===== src/rtl/mix_columns_iter.sv =====
// mix_columns_iter: iterative AES MixColumns engine with valid/ready on both sides.
// Transforms COLS_PER_CYCLE 32-bit columns per clock (1, 2 or 4), so a block takes
// 4/COLS_PER_CYCLE compute cycles. Column c of the state is bits [127-32c -: 32].
// Build option: define INV_MIX_EN to add the InvMixColumns datapath, which is selected
// per block by in_inv as it was sampled at acceptance.
`timescale 1ns/1ps

module mix_columns_iter #(
    parameter int COLS_PER_CYCLE = 1
) (
    input  logic         clk,
    input  logic         rst_n,
    input  logic         in_valid,
    output logic         in_ready,
    input  logic [127:0] in_state,
    input  logic         in_inv,
    output logic         out_valid,
    input  logic         out_ready,
    output logic [127:0] out_state
);

    localparam int NUM_BEATS = 4 / COLS_PER_CYCLE;

    generate
        if (!(COLS_PER_CYCLE == 1 || COLS_PER_CYCLE == 2 || COLS_PER_CYCLE == 4)) begin : g_bad_cpc
            $error("mix_columns_iter: COLS_PER_CYCLE must be 1, 2 or 4");
        end
    endgenerate

    typedef enum logic [1:0] {
        S_IDLE = 2'd0,
        S_BUSY = 2'd1,
        S_DONE = 2'd2
    } state_e;

    // GF(2^8) multiply by 2, reduction polynomial 0x11B
    function automatic logic [7:0] xtime(input logic [7:0] x);
        return {x[6:0], 1'b0} ^ (x[7] ? 8'h1B : 8'h00);
    endfunction

    // Forward MixColumns on one column; s0 is the most significant byte
    function automatic logic [31:0] mix_fwd(input logic [31:0] col);
        logic [7:0] s0, s1, s2, s3;
        logic [7:0] d0, d1, d2, d3;
        {s0, s1, s2, s3} = col;
        d0 = xtime(s0);
        d1 = xtime(s1);
        d2 = xtime(s2);
        d3 = xtime(s3);
        return {d0 ^ d1 ^ s1 ^ s2 ^ s3,
                s0 ^ d1 ^ d2 ^ s2 ^ s3,
                s0 ^ s1 ^ d2 ^ d3 ^ s3,
                d0 ^ s0 ^ s1 ^ s2 ^ d3};
    endfunction

`ifdef INV_MIX_EN
    // Inverse MixColumns on one column: circulant {0e, 0b, 0d, 09}
    function automatic logic [31:0] mix_inv(input logic [31:0] col);
        logic [3:0][7:0] s, x2, x4, x8, m9, mb, md, me;
        s = col;
        for (int i = 0; i < 4; i++) begin
            x2[i] = xtime(s[i]);
            x4[i] = xtime(x2[i]);
            x8[i] = xtime(x4[i]);
            m9[i] = x8[i] ^ s[i];
            mb[i] = x8[i] ^ x2[i] ^ s[i];
            md[i] = x8[i] ^ x4[i] ^ s[i];
            me[i] = x8[i] ^ x4[i] ^ x2[i];
        end
        // s[3] is byte s0 (MSB), s[0] is byte s3
        return {me[3] ^ mb[2] ^ md[1] ^ m9[0],
                m9[3] ^ me[2] ^ mb[1] ^ md[0],
                md[3] ^ m9[2] ^ me[1] ^ mb[0],
                mb[3] ^ md[2] ^ m9[1] ^ me[0]};
    endfunction
`endif

    state_e            state_q, state_d;
    logic [1:0]        beat_q, beat_d;
    logic [3:0][31:0]  work_q, work_d;   // element 3 is column 0
    logic              out_valid_q, out_valid_d;
    logic              capture;
    logic [1:0]        col_slot;

`ifdef INV_MIX_EN
    logic              mode_q, mode_d;
`else
    logic              unused_in_inv;
    assign unused_in_inv = in_inv;
`endif

    // Upstream handshake: open in IDLE, follows out_ready in DONE, closed in reset
    always_comb begin
        in_ready = 1'b0;
        if (rst_n) begin
            case (state_q)
                S_IDLE:  in_ready = 1'b1;
                S_DONE:  in_ready = out_ready;
                default: in_ready = 1'b0;
            endcase
        end
    end

    // Next-state, beat counter and work-register update
    always_comb begin
        // NOTE: every signal gets a default first so no path leaves a latch behind.
        state_d     = state_q;
        beat_d      = beat_q;
        work_d      = work_q;
        out_valid_d = out_valid_q;
        capture     = 1'b0;
        col_slot    = 2'd0;
`ifdef INV_MIX_EN
        mode_d      = mode_q;
`endif
        case (state_q)
            S_IDLE: begin
                if (in_valid) capture = 1'b1;
            end
            S_BUSY: begin
                for (int k = 0; k < COLS_PER_CYCLE; k++) begin
                    col_slot = 2'(3 - (int'(beat_q) * COLS_PER_CYCLE + k));
`ifdef INV_MIX_EN
                    work_d[col_slot] = mode_q ? mix_inv(work_q[col_slot])
                                              : mix_fwd(work_q[col_slot]);
`else
                    work_d[col_slot] = mix_fwd(work_q[col_slot]);
`endif
                end
                if (beat_q == 2'(NUM_BEATS - 1)) begin
                    beat_d      = 2'd0;
                    state_d     = S_DONE;
                    out_valid_d = 1'b1;
                end else begin
                    beat_d = beat_q + 2'd1;
                end
            end
            S_DONE: begin
                if (out_ready) begin
                    out_valid_d = 1'b0;
                    if (in_valid) capture = 1'b1;
                    else          state_d = S_IDLE;
                end
            end
            default: begin
                state_d     = S_IDLE;
                out_valid_d = 1'b0;
            end
        endcase

        // Retiring a result and accepting the next block can share one edge
        if (capture) begin
            work_d  = in_state;
            beat_d  = 2'd0;
            state_d = S_BUSY;
`ifdef INV_MIX_EN
            mode_d  = in_inv;
`endif
        end
    end

    // State registers with synchronous active-low reset
    always_ff @(posedge clk) begin
        // NOTE: sequential state uses non-blocking assignments so every flop samples pre-edge values.
        if (!rst_n) begin
            state_q     <= S_IDLE;
            beat_q      <= 2'd0;
            out_valid_q <= 1'b0;
            // NOTE: the work register is also the visible out_state, so it is cleared on reset.
            work_q      <= '0;
`ifdef INV_MIX_EN
            mode_q      <= 1'b0;
`endif
        end else begin
            state_q     <= state_d;
            beat_q      <= beat_d;
            out_valid_q <= out_valid_d;
            work_q      <= work_d;
`ifdef INV_MIX_EN
            mode_q      <= mode_d;
`endif
        end
    end

    assign out_valid = out_valid_q;
    assign out_state = work_q;

endmodule


===== config.mk =====
export PLATFORM = sky130hd
export DESIGN_NAME = mix_columns_iter
export DESIGN_NICKNAME = d
export VERILOG_FILES = /design/src/rtl/mix_columns_iter.sv
export SDC_FILE = /design/constraint.sdc
export NUM_CORES = 1
export LEC_CHECK = 0
export ABC_AREA = 1
export ABC_CLOCK_PERIOD_IN_PS = 2000
export BUFFER_PORTS_ARGS = -buffer_cell sky130_fd_sc_hd__buf_2
export CAP_MARGIN = 40
export CELL_PAD_IN_SITES_DETAIL_PLACEMENT = 0
export CELL_PAD_IN_SITES_GLOBAL_PLACEMENT = 2
export CORE_MARGIN = 2
export CORE_UTILIZATION = 26
export DETAILED_ROUTE_END_ITERATION = 6
export PLACE_DENSITY_LB_ADDON = 0.1
export SETUP_SLACK_MARGIN = 0.15
export SLEW_MARGIN = 30
export SYNTH_ARGS = -nofsm -noshare
export SYNTH_HDL_FRONTEND = slang
export SYNTH_SLANG_ARGS = --single-unit

===== constraint.sdc =====
create_clock -name clk -period 2 [get_ports clk]
set_clock_uncertainty 0.15 [all_clocks]
set_input_delay 0.2 -clock clk [delete_from_list [all_inputs] [get_ports clk]]
set_output_delay 0.2 -clock clk [all_outputs]
set_load 0.03 [all_outputs]

==> results of run 1 <==
==> kinds of logic after synthesis <==
logic type               count (synthesis)  share of synthesized area (%)
buffers and inverters                  252                           11.0
flip-flops                             133                           27.7
XOR/XNOR                                 8                          0.806
AND/OR/NAND/NOR                       1183                           51.9
AO/OA/AOI/OAI                          155                           8.09
adder cells (fa/ha/maj)                  4                          0.520
==> sequential cells by signal (all words and copies together), names as in the netlist <==
register,flops
out_state,128
beat_q,2
out_valid,1
state_q,2
==> stage by stage <==
step | setup slack [ns] | TNS [ns] | cells | cell area, um2
after floorplan | 0.200 | 0 | 1735 | 9620
after global placement | -0.308 | -14.83 | 2477 | 12100
final | -0.170 | -10.74 | 2657 | 15500
after detailed placement | -0.322 | -17.32 | 2477 | 12100
after CTS | -0.117 | -6.04 | 2626 | 14400
after global routing | -0.283 | -25.26 | 2657 | 15500
==> Yosys cell counts, drive strengths merged, types with 2 or more instances <==
cell and n:
inv 163, clkbuf 36, nand3 317, a21oi 134, nor2 30, nor3 2, xnor2 6, nand4 3
xor2 2, buf 52, o21ai 20, ha 4, nand3b 4, dfxtp 133, nand2 827
==> what timing repair did <==
item | 4_1_cts | 5_1_grt
cloned | 4 | 11
buffers inserted | 6 | 20
gates resized for setup | 119 | 208
endpoints found under the hold margin | 108 | 0
pin swaps | 13 | 52
hold buffers | 108 | 0
endpoints found under the setup margin | 130 | 130
==> metal layers <==
layer  up-vias  GRT usage, %  routed length, um
li1       6398             -                  -
met1      6090          33.3              23100
met2       285          43.7              25100
met3        25          2.26               1680
met4         0          4.88                690
met5         -             0                  0
==> cell type report <==
type | count | share of cell area (%)
flip-flops and latches | 133 | 17.2
inverters | 164 | 4.16
clock inverters | 13 | 0.809
repair buffers | 507 | 25.5
repair inverters | 1 | 0.105
well taps | 468 | 3.79
multi-input cells | 1353 | 45.6
clock buffers | 18 | 2.77
==> critical path: cells and delay by family, from the launching register on <==
kind,cells,cell delay [ns]
flip-flops,1,0.40
AO/OA/AOI/OAI,1,0.06
AND/OR/NAND/NOR,9,0.98
buffers and inverters,3,0.42
==> power breakdown <==
group | total [mW] | switching [mW] | internal [mW]
clock | 3.12 | 1.40 | 1.72
combinational | 5.95 | 3.84 | 2.11
sequential | 3.10 | 0.227 | 2.88
total | 12.2 | 5.46 | 6.71
==> how the worst min path moves through the flow <==
stage,startpoint,to,slack [ns],depth (start not counted)
global route,out_ready,out_valid,0.02,4
CTS,out_ready,out_valid,0.0001,4
global placement,out_valid,out_valid,0.32,2
detailed placement,out_valid,out_valid,0.32,2
floorplan,in_valid,state_q[1],0.25,2
finish,out_ready,out_valid,0.002,4
==> flow_summary.yaml, run 1 <==
power:
  vdd_drop_max_uv: 653
  p_per_area_nw_per_um2: 787
  p_leak_nw: 7.81
  finalPower_mw: 12.2
logic_synthesis:
  synth_area_per_cell_um2: 5.54
  yosys_register_bits: 133
  async_flop_share_pct: 0
  ys_seq_area_share_pct: 27.7
  synth_flop_cell: "dfxtp_1"
  yosys.area.top_type: "nand2_1"
  mappedNetlistNets: 1872
  synth_area_um2: 9620
  ys_warn_count: 0
  synth-edff-count: 0
  synth_area_leaders: "nand2_1 31%, dfxtp_1 28%, nand3_1 16%, a21oi_1 7.0%, inv_1 5.7%"
  synthCells: 1735
  netlist.area_leader.share_pct: 30.8
  synth_cell_types: 28
detailed_routing:
  viasPerCell: 4.82
  wl_per_cell_um: 19.0
  detail-route-antenna-nets: 0
  drc: 0
  routed_wl_um: 50500
  drtPass1Iterations: 5
  drtIter0Drc: 826
  vias: 12800
layout:
  multi_input_area_um2: 7060
  area_growth_pct: 60.8
  layout_common_cells: "636 x nand2_1, 261 x buf_2, 259 x nand3_1"
  diodes: 0
  final_layout_size_suffix_gt1_share_pct: 34.0
  seq_area_um2: 2670
  final_common_cell: "nand2_1"
  final_nets: 2314
  n_fill_cell: 4052
  final_util_pct: 42.4
sta:
  slew_headroom_pct: 73.4
  period_share_pct: 109
  worst_slew_pin_slew_ns: 0.399
  rsz0062_at_grt: "true"
  fin_hold_ws_ns: 0.00156
  layout_setup_ws_ns: -0.170
  finalSetupViolations: 125
  layout_min_cycle_time_ns: 2.17
  hold_viol: 0
  clock.fmax_ghz: 0.461
  slew_violations: 0
floorplanning:
  dieArea_um2: 38600
  pin_count: 263
  core_area_um2: 36500
  core.rowCount: 70
  dieWidth_um: 196
  fp.dieH_um: 196
  start_util_pct: 26.3
job:
  drv_cap: 0
cts:
  root_buffer: "clkbuf_16"
  h-tree-depth: 4
  cts_num_sinks: 133
  cts_tree: "built"
  clockBufferDepth: 2
  cts_buffers: 17
  clk_pin_slew_ns: 0.07
  clock_latency_ns: 0.43
global_route:
  grtUsageTotal_pct: 24.9
  grt_max_degree: 71
  grt_pass1_vias: 12200
  grt_first_pass_wirelength_um: 73100
  antenna_found_initial: 0
  overflow: 0
critical_path:
  crit_path_start_kind: "register"
  path_class: "reg -> reg"
  critical-path-max-stage-delay_ns: 0.40
  critPathLaunch: "beat_q[0]"
  worstPathArrival_ns: 2.31
  required_ns: 2.14
  crit_chain: "buf_6, clkinv_8, clkbuf_16, nand2_1, nand3_1, nand2_2, nand2_1, nand2_2, nand2_1, nand2_2, nand3_4, nand3_1, a21oi_1"
  rr_startpoint: "beat_q[0]"
  r2r-end: "out_state[59]"
  endpoint: "out_state[59]"
  r2r_slack_ns: -0.17
  worstSetupEndpointType: "register"
  cpMaxStageDelayCell: "dfxtp_4"
  critPathMaxFanout: 9
  reg2reg_depth: 13
min_path:
  hold_class: "in -> reg"
status:
  violations: "setup timing"
  status: "finished, violations left"
placed_design:
  numPortBuffers: 261
  gp_congestion: 0.834
  hpwl_um: 35200
Power figures use the tool's default switching activity.
==> inputs of run 2 (changes only) <==
--- a/config.mk
+++ b/config.mk
@@ -14,9 +14,10 @@
 export CORE_MARGIN = 2
 export CORE_UTILIZATION = 26
 export DETAILED_ROUTE_END_ITERATION = 6
+export GPL_TIMING_DRIVEN = 0
 export PLACE_DENSITY_LB_ADDON = 0.1
 export SETUP_SLACK_MARGIN = 0.15
-export SLEW_MARGIN = 30
+export SLEW_MARGIN = 20
 export SYNTH_ARGS = -nofsm -noshare
 export SYNTH_HDL_FRONTEND = slang
 export SYNTH_SLANG_ARGS = --single-unit
==> run 2 against run 1 <==
The flow still finishes with violations (setup timing); core utilization up 1.5 points; register-to-register slack got worse by 0.05 ns; setup slack worse by 0.045 ns; sequential share of layout area decreased by 0.57 points; highest routed layer unchanged; sequential power about the same; global-route usage up 9.2 points; largest power group unchanged.
==> flow_summary.yaml, run 2 (synthesis results as in run 1) <==
status:
  status: "finished, violations left"
  violations: "setup timing"
global_route:
  grt_first_pass_wirelength_um: 91700
  overflow: 0
  grtUsageTotal_pct: 34.1
  grt_max_degree: 17
  grt_pass1_vias: 12900
  antenna_found_initial: 1
placed_design:
  numPortBuffers: 261
  hpwl_um: 50500
  gp_congestion: 0.912
critical_path:
  required_ns: 2.15
  critPathBufInv: 2
  critical-path-max-stage-delay_ns: 0.50
  crit_path_start_kind: "register"
  crit_chain: "buf_16, buf_12, nand2_1, nand2_1, nand2_1, nand2_4, nand2_1, nand2_1, nand2_2, nand2_2, nand3_4, nand3_1, a21oi_1"
  worstPathArrival_ns: 2.37
  worstSetupEndpointType: "register"
  cpMaxStageDelayCell: "dfxtp_4"
  crit_top_cell: "nand2_1"
  path_class: "reg -> reg"
  critPathMaxFanout: 10
  cpLargestDelayFamily: "simple AND/OR/NAND/NOR gates"
detailed_routing:
  detail-route-antenna-nets: 0
  route.met2.wl_um: 31400
  vias: 13900
  wl_per_cell_um: 25.1
  drtIter0Drc: 1312
  viasPerCell: 5.12
  drtPass1Iterations: 6
  wl_met3_um: 5150
  met1_length_um: 28800
  routed_wl_um: 68000
  highest_layer: "met4"
  drc: 0
layout:
  final_common_cell: "nand2_1"
  final_nets: 2360
  layout_common_cells: "646 x nand2_1, 268 x buf_2, 250 x nand3_1"
  n_fill_cell: 3984
  final_util_pct: 43.8
  area_growth_pct: 66.4
  largest_reg_flops: 128
  final_layout_size_suffix_gt1_share_pct: 33.6
sta:
  rsz0062_at_grt: "true"
  clock.fmax_ghz: 0.451
  layout_setup_ws_ns: -0.216
  finalSetupViolations: 129
  slew_headroom_pct: 40.5
  worst_slew_pin_slew_ns: 0.892
  hold_viol: 0
  layout_min_cycle_time_ns: 2.22
  slew_violations: 0
  setup_tns_ns: -19.46
  period_share_pct: 111
floorplanning:
  start_util_pct: 26.3
  fp.dieH_um: 196
  dieArea_um2: 38600
  dieWidth_um: 196
  core.rowCount: 70
  pin_count: 263
  core_area_um2: 36500
cts:
  cts_buffers: 17
  h-tree-depth: 4
  clk_pin_slew_ns: 0.06
  clockBufferDepth: 2
  clock_latency_ns: 0.46
  root_buffer: "clkbuf_16"
  cts_num_sinks: 133
  cts_tree: "built"
power:
  vdd_drop_max_uv: 729
  p_per_area_nw_per_um2: 798
  p_leak_nw: 8.02
job:
  drv_cap: 0
min_path:
  hold_class: "in -> reg"
[run 2: final timing paths]
path / from / endpoint / slack (ns) / cells after the start
worst min-delay path: in_state[27] / out_state[27] / 0.007 / 5
worst max-delay path: beat_q[0] / out_state[59] / -0.22 / 13
worst min register to register: out_valid / out_valid / 0.33 / 2
worst max register to register: beat_q[0] / out_state[59] / -0.22 / 13
[run 2: worst min-delay path, stage by stage]
cell and delay (ns):
buf_2 0.10, nand2_1 0.09, nand2_1 0.06, inv_1 0.05, a21oi_1 0.06
[run 2: timing repair]
action	CTS	global route
endpoints found under the hold margin	125	0
hold buffers	126	0
pin swaps	30	49
resized for setup	359	117
cloned	6	6
buffers inserted	24	16
endpoints found under the setup margin	133	133
[run 2: metrics by stage]
step	setup WS (ns)	hold slack, ns	std cells	cell area, um2	power, mW
after CTS	-0.161	0.00396	2682	15300	12.3
final	-0.216	0.00699	2705	16000	12.8
after detailed placement	-1.42	0.322	2494	11900	7.86
after global routing	-0.301	0.00948	2704	16000	13.3
after global placement	-1.48	0.319	2464	11500	7.76
after floorplan	0.200	0.249	1735	9620	5.99
[run 2: report_power, final]
group	internal, mW	total (mW)	switching [mW]
clock network	2.09	3.46	1.37
logic	2.04	6.19	4.15
registers	2.88	3.13	0.250
total	7.01	12.8	5.77
[run 2: layer usage]
metal	vias to the layer above	global-route usage [%]
li1	6494	-
met1	6674	44.0
met2	579	55.5
met3	107	6.61
met4	0	14.3
met5	-	0
[run 2: final cells by class]
type | count | area (um2) | area share (%)
plain buffers | 88 | 871 | 5.44
clock inverters | 8 | 121 | 0.758
repair buffers | 466 | 3490 | 21.8
diodes | 1 | 2.50 | 0.0156
clock buffers | 24 | 492 | 3.07
well taps | 468 | 586 | 3.66
flip-flops and latches | 133 | 2670 | 16.7
inverters | 164 | 651 | 4.06
multi-input cells | 1353 | 7120 | 44.5
